===== src/rtl/ysyx_24080006_lsu.sv =====
// Memory-access stage: passes ALU results through, issues single-beat AXI loads/stores, aligns and extends load data.
// Latency: 1 cycle after accept (non-mem / misaligned); 1 cycle after the R or B handshake for loads / stores.
// Backpressure: blocking unit, one op in flight; in_ready only in IDLE; result held in DONE until out_ready.
module ysyx_24080006_lsu #(
  parameter int ADDR_W = 32,
  parameter int DATA_W = 32
) (
  input  logic                clock,
  input  logic                reset,
  input  logic                in_valid,
  output logic                in_ready,
  input  logic                in_load,
  input  logic                in_store,
  input  logic [2:0]          in_funct3,
  input  logic [ADDR_W-1:0]   in_addr,
  input  logic [DATA_W-1:0]   in_wdata,
  input  logic [4:0]          in_rd,
  input  logic                in_rd_we,
  output logic                out_valid,
  input  logic                out_ready,
  output logic [4:0]          out_rd,
  output logic                out_rd_we,
  output logic [DATA_W-1:0]   out_data,
  output logic                out_err,
  output logic [ADDR_W-1:0]   araddr,
  output logic [2:0]          arsize,
  output logic                arvalid,
  input  logic                arready,
  input  logic [DATA_W-1:0]   rdata,
  input  logic [1:0]          rresp,
  input  logic                rvalid,
  output logic                rready,
  output logic [ADDR_W-1:0]   awaddr,
  output logic [2:0]          awsize,
  output logic                awvalid,
  input  logic                awready,
  output logic [DATA_W-1:0]   wdata,
  output logic [DATA_W/8-1:0] wstrb,
  output logic                wvalid,
  input  logic                wready,
  input  logic [1:0]          bresp,
  input  logic                bvalid,
  output logic                bready
);

  typedef enum logic [2:0] {IDLE, AR, R, WR, B, DONE} state_t;

  state_t              state_q, state_d;
  logic [ADDR_W-1:0]   addr_q;
  logic [2:0]          f3_q;
  logic [DATA_W-1:0]   wdata_q;
  logic [DATA_W/8-1:0] wstrb_q;
  logic [4:0]          rd_q;
  logic                rd_we_q;
  logic                store_q;
  logic [DATA_W-1:0]   data_q;
  logic                err_q;
  logic                aw_done_q;
  logic                w_done_q;

  logic                accept;
  logic                misalign;
  logic                aw_hs;
  logic                w_hs;
  logic [DATA_W-1:0]   rsh;
  logic [DATA_W-1:0]   load_val;
  logic [DATA_W/8-1:0] strb_base;

  assign accept   = in_valid && (state_q == IDLE);
  // Halfwords need addr[0]==0, words need addr[1:0]==0; only memory ops can be misaligned.
  assign misalign = (in_load || in_store) &&
                    (((in_funct3[1:0] == 2'b01) && in_addr[0]) ||
                     ((in_funct3[1:0] == 2'b10) && (in_addr[1:0] != 2'b00)));
  assign aw_hs    = awvalid && awready;
  assign w_hs     = wvalid && wready;
  assign rsh      = rdata >> {addr_q[1:0], 3'b000};

  // Size/sign extension of the lane-aligned read data.
  always_comb begin
    load_val = rsh;
    case (f3_q)
      3'b000:  load_val = {{(DATA_W-8){rsh[7]}}, rsh[7:0]};
      3'b001:  load_val = {{(DATA_W-16){rsh[15]}}, rsh[15:0]};
      3'b100:  load_val = {{(DATA_W-8){1'b0}}, rsh[7:0]};
      3'b101:  load_val = {{(DATA_W-16){1'b0}}, rsh[15:0]};
      default: load_val = rsh;
    endcase
  end

  // Unshifted byte-enable pattern for the access size.
  always_comb begin
    strb_base = '1;
    case (in_funct3[1:0])
      2'b00:   strb_base = 4'b0001;
      2'b01:   strb_base = 4'b0011;
      default: strb_base = 4'b1111;
    endcase
  end

  // State register.
  always_ff @(posedge clock or negedge reset) begin
    if (!reset) state_q <= IDLE;
    else        state_q <= state_d;
  end

  // Next-state logic; WR leaves only once both AW and W have completed (possibly in the same cycle).
  always_comb begin
    state_d = state_q;
    case (state_q)
      IDLE: if (in_valid) begin
        if (misalign)      state_d = DONE;
        else if (in_load)  state_d = AR;
        else if (in_store) state_d = WR;
        else               state_d = DONE;
      end
      AR:   if (arready) state_d = R;
      R:    if (rvalid)  state_d = DONE;
      WR:   if ((aw_done_q || aw_hs) && (w_done_q || w_hs)) state_d = B;
      B:    if (bvalid)  state_d = DONE;
      DONE: if (out_ready) state_d = IDLE;
      default: state_d = IDLE;
    endcase
  end

  // Latch the op on accept, then capture the response; AXI payload is registered so it is stable while valid.
  always_ff @(posedge clock or negedge reset) begin
    if (!reset) begin
      addr_q    <= '0;
      f3_q      <= '0;
      wdata_q   <= '0;
      wstrb_q   <= '0;
      rd_q      <= '0;
      rd_we_q   <= 1'b0;
      store_q   <= 1'b0;
      data_q    <= '0;
      err_q     <= 1'b0;
      aw_done_q <= 1'b0;
      w_done_q  <= 1'b0;
    end else begin
      if (accept) begin
        addr_q    <= in_addr;
        f3_q      <= in_funct3;
        wdata_q   <= in_wdata << {in_addr[1:0], 3'b000};
        wstrb_q   <= strb_base << in_addr[1:0];
        rd_q      <= in_rd;
        rd_we_q   <= in_rd_we;
        store_q   <= in_store;
        err_q     <= misalign;
        data_q    <= (in_load || in_store) ? '0 : in_addr;
        aw_done_q <= 1'b0;
        w_done_q  <= 1'b0;
      end
      if ((state_q == R) && rvalid) begin
        data_q <= load_val;
        err_q  <= (rresp != 2'b00);
      end
      if (aw_hs) aw_done_q <= 1'b1;
      if (w_hs)  w_done_q  <= 1'b1;
      if ((state_q == B) && bvalid) begin
        data_q <= '0;
        err_q  <= (bresp != 2'b00);
      end
    end
  end

  assign in_ready  = (state_q == IDLE);
  assign out_valid = (state_q == DONE);
  assign arvalid   = (state_q == AR);
  assign rready    = (state_q == R);
  assign awvalid   = (state_q == WR) && !aw_done_q;
  assign wvalid    = (state_q == WR) && !w_done_q;
  assign bready    = (state_q == B);
  assign araddr    = addr_q;
  assign awaddr    = addr_q;
  assign arsize    = {1'b0, f3_q[1:0]};
  assign awsize    = {1'b0, f3_q[1:0]};
  assign wdata     = wdata_q;
  assign wstrb     = wstrb_q;
  assign out_rd    = rd_q;
  assign out_data  = data_q;
  assign out_err   = err_q;
  assign out_rd_we = rd_we_q && !err_q && !store_q;

endmodule

===== config.mk =====
export PLATFORM = sky130hd
export DESIGN_NAME = ysyx_24080006_lsu
export DESIGN_NICKNAME = d
export VERILOG_FILES = /design/src/rtl/ysyx_24080006_lsu.sv
export SDC_FILE = /design/constraint.sdc
export NUM_CORES = 1
export LEC_CHECK = 0
export BUFFER_PORTS_ARGS = -buffer_cell sky130_fd_sc_hd__buf_2
export CAP_MARGIN = 10
export CORE_ASPECT_RATIO = 1.1
export CORE_MARGIN = 1
export CORE_UTILIZATION = 45
export CTS_BUF_LIST = sky130_fd_sc_hd__clkbuf_8
export DETAILED_ROUTE_END_ITERATION = 8
export PLACE_DENSITY = 0.8
export SLEW_MARGIN = 10
export SYNTH_ARGS = -nofsm -noshare
export SYNTH_HDL_FRONTEND = slang
export SYNTH_SLANG_ARGS = --single-unit

===== constraint.sdc =====
create_clock -name clock -period 1.75 [get_ports clock]
set_input_delay 0.2625 -clock clock [delete_from_list [all_inputs] [get_ports clock]]
set_output_delay 0.2625 -clock clock [all_outputs]
set_load 0.01 [all_outputs]

==> impl_metrics.csv, run 1 <==
group,metric,value,unit
die,dieHeight,124.7,um
timing,setup_viol,37,
synth,synth.avg_cell_area,9.398,um^2
grt,grt_max_degree,74,
routing,ant_nets,0,
synth,netlist_area,6156,um^2
clocking,cts_tree,"yes",
synth,ys.flop_type,"dfrtp_1",
synth,async_flop_share,100.0,%
timing,tightest_slew,626.6,ps
timing,clock_skew,9.106,ps
synth,synth_warnings,0,
routing,route.detailed.drc,0,
routing,drt_iter0_markers,459,
timing,finalCritPeriodShare,105.8,%
final_layout,drive_gt1_share,44.78,%
final_layout,area_growth_syn_to_layout,40.93,%
synth,yosys-top-cells-count,"nand2_1, dfrtp_1, buf_4",
die,coreArea,13270,um^2
clocking,cts.clk_slew.worst_paths,80,ps
grt,grt_pass1_wl,30190,um
power_and_ir_drop,finalPower,14900,uW
final_layout,nets,1045,
die,die_w,113.5,um
synth,synth_edf_count,0,
synth,synth_seq_area_share,47.15,%
die,start_util,46.40,%
routing,avgRoutedWirePerCell,18.43,um
synth,synth_cell_type_count,51,
timing,rsz0062_at_grt,"true",
setup_path,setup.worst_path.class,"reg -> reg",
setup_path,cp_data_arrival_time,2240,ps
grt,grt_overflow_total,0,
timing,max_freq,540.0,MHz
timing,slew_viol_final,0,
synth,synthCells,655,
routing,routed_via_density,5.459,
die,ios,272,
grt,antenna_found_initial,1,
setup_path,crit_fanout,8,
clocking,clock_path_buffers,2,
clocking,cts-root-buf,"clkbuf_8",
power_and_ir_drop,total_leakage_power,0.004628,uW
flow_run,cap_violations,0,
grt,grt_pass1_vias,5817,
placed_design,portBuffers,269,
clocking,clk-insertion-delay-late,450,ps
die,die_area,14150,um^2
placed_design,place.gp.congestion,0.8689,
timing,max-slew-margin-rel,58.14,%
min_path,worst_hold_path_type,"in -> reg",
final_layout,post-route-util,65.39,%
synth,yosysTopAreaCell,"dfrtp_1",
synth,ys_seq_elements,116,
power_and_ir_drop,ir_worst_vdd,805.5,uV
synth,ys_top_cells_by_area,"dfrtp_1, nand2_1, mux2i_1",
synth,synth.most_common_cell,"nand2_1",
final_layout,stdcell_count,1123,
setup_path,cp-end-kind,"flop",
timing,timing.hold.ws,25.31,ps
placed_design,place_hpwl,14320,um
clocking,cts_sinks,116,
run_status,status,"complete, but fails checks",
grt,track_usage,28.05,%
die,rows,44,
timing,hold_viol,0,
setup_path,crit_required,2140,ps
routing,vias,6131,
routing,wirelength,20690,um
placed_design,place_inst,1066,
power_and_ir_drop,powerDensity,1717,nW/um^2
clocking,cts_max_level,4,
clocking,cts_made_buffers,17,
run_status,violations,"negative setup slack",
timing,final.setup.worst_slack,-101.8,ps
timing,fin_crit,1852,ps
setup_path,cp-start-kind,"flop",
synth,synth_top_area_share,47.15,%
final_layout,n_fill_cell,1059,
routing,drt_first_pass_iters,5,
## layer usage
layer  routed length (um)  track usage (%)  part of all wire [%]  vias up
met2                10590            47.45                    51      301
met4                  855            13.08                   4.1        0
met3                 1404            7.007                   6.8       63
met1                 7839            33.17                    38     2950
met5                    0                0                     0        -
li1                     -                -                     -     2817
## report_power, final
part           internal [uW]  total (uW)  switching [uW]
Sequential              3920        4790             868
Clock                   1500        2730            1230
Combinational           3310        7370            4070
## flip-flops by register name, summed over array words and instances (netlist names)
name / flops
araddr: 32
aw_done_q: 1
f3_q: 3
out_data: 32
out_err: 1
out_rd: 5
rd_we_q: 1
state_q: 3
store_q: 1
w_done_q: 1
wdata: 32
wstrb: 4
## worst paths after layout
check	from	slack (ps)	cells past startpoint	to
setup / recovery	state_q[2]$_DFFE_PN0P_	-100	7	out_data[27]$_DFFE_PN0P_
hold reg to reg	wstrb[2]$_DFFE_PN0P_	480	2	wstrb[2]$_DFFE_PN0P_
hold / removal	in_addr[29]	30	3	araddr[29]$_DFFE_PN0P_
max in group asynchronous	reset	870	3	out_data[6]$_DFFE_PN0P_
setup reg to reg	state_q[2]$_DFFE_PN0P_	-100	7	out_data[27]$_DFFE_PN0P_
min in group asynchronous	reset	290	2	araddr[29]$_DFFE_PN0P_
## worst max-delay path: stages (launching register included)
cell       delay (ps)
dfrtp_1           410
buf_6             140
or4b_4            520
nor3_4            180
buf_12            160
clkbuf_16         160
a22o_1            140
a211o_1            90
## cell type report
type                            instances  area, um^2  area share, %
Clock buffer                           19       261.5          3.014
Tap cell                              184       230.2          2.654
Multi-Input combinational cell        449        3003          34.61
Antenna cell                            1       2.502        0.02884
Timing Repair Buffer                  337        2079          23.97
Inverter                                4       20.02         0.2307
Clock inverter                         13       173.9          2.005
Sequential cell                       116        2905          33.49
## cell families (layout without fill, tap and decap cells)
group / count (synthesis) / in the layout / share of synthesized area (%)
xor+xnor: 2 / 2 / 0.2846
compound gates: 159 / 159 / 18.25
flops: 116 / 116 / 47.15
buf+inv: 91 / 373 / 8.862
mux: 45 / 45 / 7.764
other cells: 1 / 3 / 0.06092
simple gates: 241 / 241 / 17.62
## layout by cell type, fill, tap and decap left out, drive strengths merged, types with 9 or more instances in the layout
| cell | synthesis | routed |
|---|---|---|
| a211o | 16 | 16 |
| a211oi | 23 | 23 |
| a21oi | 27 | 27 |
| a22o | 11 | 11 |
| buf | 65 | 328 |
| clkbuf | 22 | 21 |
| dfrtp | 116 | 116 |
| mux2 | 12 | 12 |
| mux2i | 32 | 32 |
| nand2 | 174 | 174 |
| nor2 | 22 | 22 |
| nor2b | 19 | 19 |
| o211ai | 10 | 10 |
| o21ai | 31 | 31 |
| o2bb2ai | 15 | 15 |
| o31ai | 9 | 9 |
## per-stage QoR
step           setup WS (ps)  instance area (um^2)  TNS (ps)
3_3_place_gp          -73.78                  7651     -1067
3_5_place_dp          -107.2                  7651     -2463
5_1_grt               -125.4                  8673     -3766
2_1_floorplan          7.587                  6176         0
4_1_cts               -33.68                  8342    -273.6
6_report              -101.8                  8676     -1882
## timing repair
| action | CTS | global route |
|---|---|---|
| buffers inserted | 9 | 6 |
| pin swaps | 10 | 24 |
| cloned | 0 | 3 |
| gates resized for setup | 23 | 42 |
| setup endpoints to repair | 59 | 61 |
| hold buffers | 7 | 0 |
| hold endpoints to repair | 35 | 0 |
Note: power is estimated with default switching activity, not from simulation.
==> inputs of run 2 (changes only) <==
--- a/config.mk
+++ b/config.mk
@@ -9,11 +9,13 @@
 export CAP_MARGIN = 10
 export CORE_ASPECT_RATIO = 1.1
 export CORE_MARGIN = 1
-export CORE_UTILIZATION = 45
+export CORE_UTILIZATION = 47
 export CTS_BUF_LIST = sky130_fd_sc_hd__clkbuf_8
 export DETAILED_ROUTE_END_ITERATION = 8
 export PLACE_DENSITY = 0.8
+export SKIP_LAST_GASP = 1
 export SLEW_MARGIN = 10
 export SYNTH_ARGS = -nofsm -noshare
 export SYNTH_HDL_FRONTEND = slang
 export SYNTH_SLANG_ARGS = --single-unit
+export TNS_END_PERCENT = 1
==> constraint.sdc (replaced) <==
create_clock -name clock -period 2.3 [get_ports clock]
set_input_delay 0.345 -clock clock [delete_from_list [all_inputs] [get_ports clock]]
set_output_delay 0.345 -clock clock [all_outputs]
set_load 0.01 [all_outputs]
==> run 2 against run 1 <==
Against the previous run:
- largest power group unchanged
- critical endpoint is now wvalid
- clock power fell by 29%
- die area is 4.2% lower
- first-iteration DRC count shrank 17%
- the run ends with design-rule violations left
- register-to-register slack better by 450 ps
- global-route usage fell by 0.41 points
- non-clock buffer count is 47 lower
- setup slack improved by 370 ps
- design area fell by 10%
==> impl_metrics.csv, run 2 (synthesized netlist as in run 1, its figures left out) <==
group,metric,value,unit
die,start_util,48.48,%
final_layout,drive_gt1_share,38.50,%
clocking,cts_sinks,116,
routing,routed_via_density,5.420,
run_status,violations,"design-rule violations",
power_and_ir_drop,total_leakage_power,0.004235,uW
timing,max-slew-margin-rel,36.73,%
setup_path,setup.worst_path.class,"reg -> out",
power_and_ir_drop,p_int,6045,uW
final_layout,nets,998,
die,die_area,13560,um^2
die,dieHeight,122.0,um
run_status,status,"complete, but fails checks",
clocking,clock_path_buffers,2,
setup_path,cp-start-kind,"flop",
die,die_w,111.1,um
power_and_ir_drop,seqPwrFrac,35.2,%
timing,final.setup.worst_slack,267.4,ps
power_and_ir_drop,swShare,40.95,%
timing,slew_viol_final,0,
placed_design,portBuffers,269,
clocking,cts_resized,0,
setup_path,ff2ff_setup_slack,350,ps
timing,fin_crit,2033,ps
die,ios,272,
power_and_ir_drop,powerDensity,1314,nW/um^2
timing,max_freq,492.0,MHz
die,rows,43,
clocking,cts-root-buf,"clkbuf_8",
power_and_ir_drop,ir_worst_vdd,671.1,uV
final_layout,final_common_cell,"buf_2",
power_and_ir_drop,pwr-share-clk,19.1,%
routing,ant_nets,0,
grt,track_usage,27.63,%
grt,grt_max_degree,98,
routing,drt_iter0_markers,381,
setup_path,cp-end-kind,"output pin",
timing,setup_viol,0,
timing,clock_skew,11.50,ps
grt,grt_pass1_wl,28460,um
setup_path,cp_data_arrival_time,1690,ps
power_and_ir_drop,p_comb_share,45.8,%
setup_path,crit_fanout,21,
placed_design,post-place-ws,311.2,ps
final_layout,most-common-layout-cells,"buf_2, nand2_1, dfrtp_1",
timing,hold_viol,0,
routing,wirelength,18420,um
routing,route.detailed.drc,44,
timing,tightest_slew,949.1,ps
min_path,worst_hold_path_type,"in -> reg",
routing,vias,5680,
clocking,holdBufCountCts,1,
grt,grt_overflow_total,0,
routing,drt_first_pass_iters,8,
grt,grt_pass1_vias,5537,
clocking,cts.clk_slew.worst_paths,80,ps
placed_design,place_hpwl,13590,um
clocking,cts_tree,"yes",
routing,avgRoutedWirePerCell,17.57,um
clocking,cts_max_level,4,
grt,antenna_found_initial,0,
power_and_ir_drop,p_switching,4193,uW
clocking,post_cts_buffers,0,
setup_path,crit_required,1960,ps
clocking,cts_made_buffers,17,
clocking,clk-insertion-delay-late,430,ps
timing,rsz0062_at_grt,"false",
placed_design,place.gp.congestion,0.8462,
timing,finalCritPeriodShare,88.38,%
timing,fin_setup_tns,0,ps
flow_run,cap_violations,0,
die,coreArea,12700,um^2
final_layout,num_antenna_cells,0,
final_layout,area_growth_syn_to_layout,26.57,%
-- run 2: cell types whose count changed in the layout (fill, tap and decap cells not counted), sizes merged --
| cell | change |
|---|---|
| clkbuf | -3 |
| buf | -39 |
| clkinvlp | +1 |
| clkinv | +1 |
| diode | -1 |
| inv | -1 |
| dlygate4sd3 | -6 |
-- run 2: path summary, 6_finish.rpt --
check | start | end | cells past startpoint
max | state_q[0]$_DFFE_PN0P_ | wvalid | 3
min | in_funct3[2] | f3_q[2]$_DFFE_PN0P_ | 3
max reg2reg | state_q[0]$_DFFE_PN0P_ | out_err$_DFFE_PN0P_ | 5
min reg2reg | wstrb[2]$_DFFE_PN0P_ | wstrb[2]$_DFFE_PN0P_ | 2
max in group asynchronous | reset | araddr[4]$_DFFE_PN0P_ | 3
min in group asynchronous | reset | wdata[10]$_DFFE_PN0P_ | 3
-- run 2: cell type report --
| cell class | instances | area, um^2 |
|---|---|---|
| Clock buffer | 18 | 247.7 |
| Clock inverter | 14 | 161.4 |
| Fill cell | 1110 | 4906 |
| Inverter | 4 | 15.01 |
| Multi-Input combinational cell | 449 | 2721 |
| Sequential cell | 116 | 2903 |
| Tap cell | 157 | 196.4 |
| Timing Repair Buffer | 290 | 1546 |
-- run 2: power by group through the flow --
stage	combinational [uW]	clock [uW]	sequential, uW
final	4690	1950	3600
after global routing	5120	2100	3730
after CTS	4710	1990	3600
after detailed placement	4690	0	3630
after global placement	4590	0	3600
after floorplan	2760	0	3960
-- run 2: metrics by stage --
step	utilization [%]	instance area [um^2]	hold WS, ps	instances	power [uW]
after floorplan	-	6160	49.41	656	6726
after global placement	58.06	7372	379.4	1015	8185
after detailed placement	58.06	7372	385.7	1015	8321
after CTS	61.36	7791	69.46	1048	10310
after global routing	61.36	7791	66.92	1048	10950
final	61.36	7791	98.42	1048	10240
-- run 2: routing by layer --
| metal | GRT usage (%) | wire length (um) | vias up | part of all wire [%] |
|---|---|---|---|---|
| met2 | 50.51 | 9521 | 246 | 52 |
| li1 | - | - | 2699 | - |
| met4 | 11.91 | 495 | 0 | 2.7 |
| met5 | 0 | 0 | - | 0 |
| met3 | 7.612 | 1342 | 36 | 7.3 |
| met1 | 30.25 | 7059 | 2699 | 38 |
-- run 2: critical path: stages, from the launching register on --
cell and delay [ps]:
dfrtp_1 400, buf_4 270, nor4bb_1 390, buf_2 200
==> inputs of run 3 (changes only) <==
--- a/config.mk
+++ b/config.mk
@@ -13,6 +13,7 @@
 export CTS_BUF_LIST = sky130_fd_sc_hd__clkbuf_8
 export DETAILED_ROUTE_END_ITERATION = 8
 export PLACE_DENSITY = 0.8
+export RECOVER_POWER = 25
 export SKIP_LAST_GASP = 1
 export SLEW_MARGIN = 10
 export SYNTH_ARGS = -nofsm -noshare
==> run 3 against run 2 <==
Against the previous run:
- the run ends with design-rule violations, max-capacitance violations, max-slew violations left
- setup slack better by 6.1 ps
- clock-buffer cell count is the same
- cell count did not move
- fmax increased by 0.30%
- critical path type unchanged
- largest power group unchanged
==> impl_metrics.csv, run 3 (synthesized netlist as in run 1, its figures left out) <==
group,metric,value,unit
run_status,status,"complete, but fails checks",
run_status,violations,"design-rule violations, max-capacitance violations, max-slew violations",
clocking,cts.clk_slew.worst_paths,80,ps
timing,finalCritPeriodShare,88.11,%
clocking,post_cts_buffers,0,
setup_path,setup.worst_path.class,"reg -> out",
clocking,cts-root-buf,"clkbuf_8",
grt,grt_overflow_total,0,
min_path,worst_hold_path_type,"in -> reg",
grt,grt_max_degree,98,
setup_path,cp_data_arrival_time,1680,ps
power_and_ir_drop,powerDensity,1320,nW/um^2
grt,track_usage,27.63,%
timing,fin_setup_tns,0,ps
power_and_ir_drop,ir_worst_vdd,670.7,uV
placed_design,portBuffers,269,
timing,setup_viol,0,
clocking,clock_path_buffers,2,
timing,rsz0062_at_grt,"false",
die,ios,272,
setup_path,crit_required,1960,ps
final_layout,n_fill_cell,1111,
grt,antenna_found_initial,0,
setup_path,crit_fanout,21,
placed_design,place_hpwl,13590,um
final_layout,drive_gt1_share,38.38,%
clocking,cts_tree,"yes",
timing,max_freq,493.4,MHz
routing,route.detailed.drc,44,
final_layout,most-common-layout-cells,"buf_2, nand2_1, dfrtp_1",
setup_path,ff2ff_setup_slack,350,ps
final_layout,multi_input_area,2721,um^2
final_layout,final_common_cell,"buf_2",
timing,tightest_slew,1540,ps
setup_path,rr_worst_depth,5,
power_and_ir_drop,total_leakage_power,0.004221,uW
setup_path,slowest_stage,"dfrtp_1",
flow_run,cap_violations,1,
setup_path,cp-start-kind,"flop",
grt,grt_pass1_wl,28460,um
die,die_area,13560,um^2
final_layout,nets,998,
placed_design,placed_cell_area,7372,um^2
timing,hold_viol,0,
setup_path,cp-end-kind,"output pin",
setup_path,worstSetupEndpoint,"wvalid",
final_layout,register_area,2903,um^2
timing,max-slew-margin-rel,-2.677,%
routing,wirelength,18390,um
clocking,cts_made_buffers,17,
routing,drt_iter0_markers,372,
routing,vias,5700,
final_layout,design_area,7757,um^2
clocking,cts_max_level,4,
die,rows,43,
setup_path,cp-startpoint,"state_q[0]$_DFFE_PN0P_",
die,start_util,48.48,%
routing,avgRoutedWirePerCell,17.55,um
die,die_w,111.1,um
setup_path,crit-reg2reg-launch,"state_q[0]$_DFFE_PN0P_",
timing,clock_skew,12.11,ps
grt,grt_pass1_vias,5537,
die,coreArea,12700,um^2
die,dieHeight,122.0,um
clocking,cts_sinks,116,
clocking,clk-insertion-delay-late,440,ps
routing,routed_via_density,5.439,
final_layout,post-route-util,61.10,%
setup_path,slowest_delay,400,ps
routing,drt_first_pass_iters,7,
setup_path,reg2reg_to,"out_err$_DFFE_PN0P_",
timing,fin_crit,2027,ps
placed_design,place.gp.congestion,0.8462,
power_and_ir_drop,finalPower,10240,uW
final_layout,area_growth_syn_to_layout,26.02,%
setup_path,critical_path.cell_chain,"buf_4 > nor4bb_1 > buf_2",
routing,ant_nets,0,
final_layout,num_antenna_cells,0,
timing,slew_viol_final,62,
run 3: cell types whose count changed in the layout (fill, tap and decap cells not counted), sizes merged:
cell and delta:
buf -3, clkbuf +3
run 3: metal layers:
| metal | GRT usage (%) | share of wire (%) | vias up |
|---|---|---|---|
| met5 | 0 | 0 | - |
| met4 | 11.91 | 2.6 | 0 |
| met3 | 7.612 | 7.4 | 33 |
| met2 | 50.51 | 52 | 260 |
| met1 | 30.25 | 38 | 2708 |
| li1 | - | - | 2699 |
run 3: final cells by class:
cell class                 instances  share of cell area, %
clock buffer                      18                  3.194
clock inverter                    14                  2.081
inverter                           4                 0.1935
multi-input combinational        449                  35.08
sequential                       116                  37.42
tap                              157                  2.532
timing repair buffer             290                  19.50
run 3: report_power, final:
part | internal, uW | switching [uW]
logic | 1960 | 2710
registers | 2980 | 620
clock network | 1090 | 865
total | 6040 | 4200
run 3: how the worst min path moves through the flow:
stage / from / to / depth (start not counted)
CTS: in_funct3[2] / f3_q[2]$_DFFE_PN0P_ / 3
floorplan: reset / araddr[0]$_DFFE_PN0P_ / 0
detailed placement: reset / wdata[10]$_DFFE_PN0P_ / 2
finish: in_rd[4] / out_rd[4]$_DFFE_PN0P_ / 3
global placement: reset / wdata[10]$_DFFE_PN0P_ / 2
global route: in_rd[4] / out_rd[4]$_DFFE_PN0P_ / 3
run 3: stage by stage:
stage	hold WS (ps)	setup WS (ps)	std cells
floorplan	49.41	477.4	656
global placement	379.4	341.1	1015
detailed placement	385.7	311.2	1015
CTS	69.46	233.8	1048
global route	66.92	57.97	1048
finish	97.73	273.4	1048
run 3: repair_timing:
action,in CTS,in global routing
hold buffers,1,0
endpoints found under the hold margin,116,0
gates resized for setup,0,0
run 3: critical path: cells and delay by family, from the launching register on:
kind | cells | cell delay, ps
DFF | 1 | 400
buffers and inverters | 2 | 470
and+or+nand+nor | 1 | 390
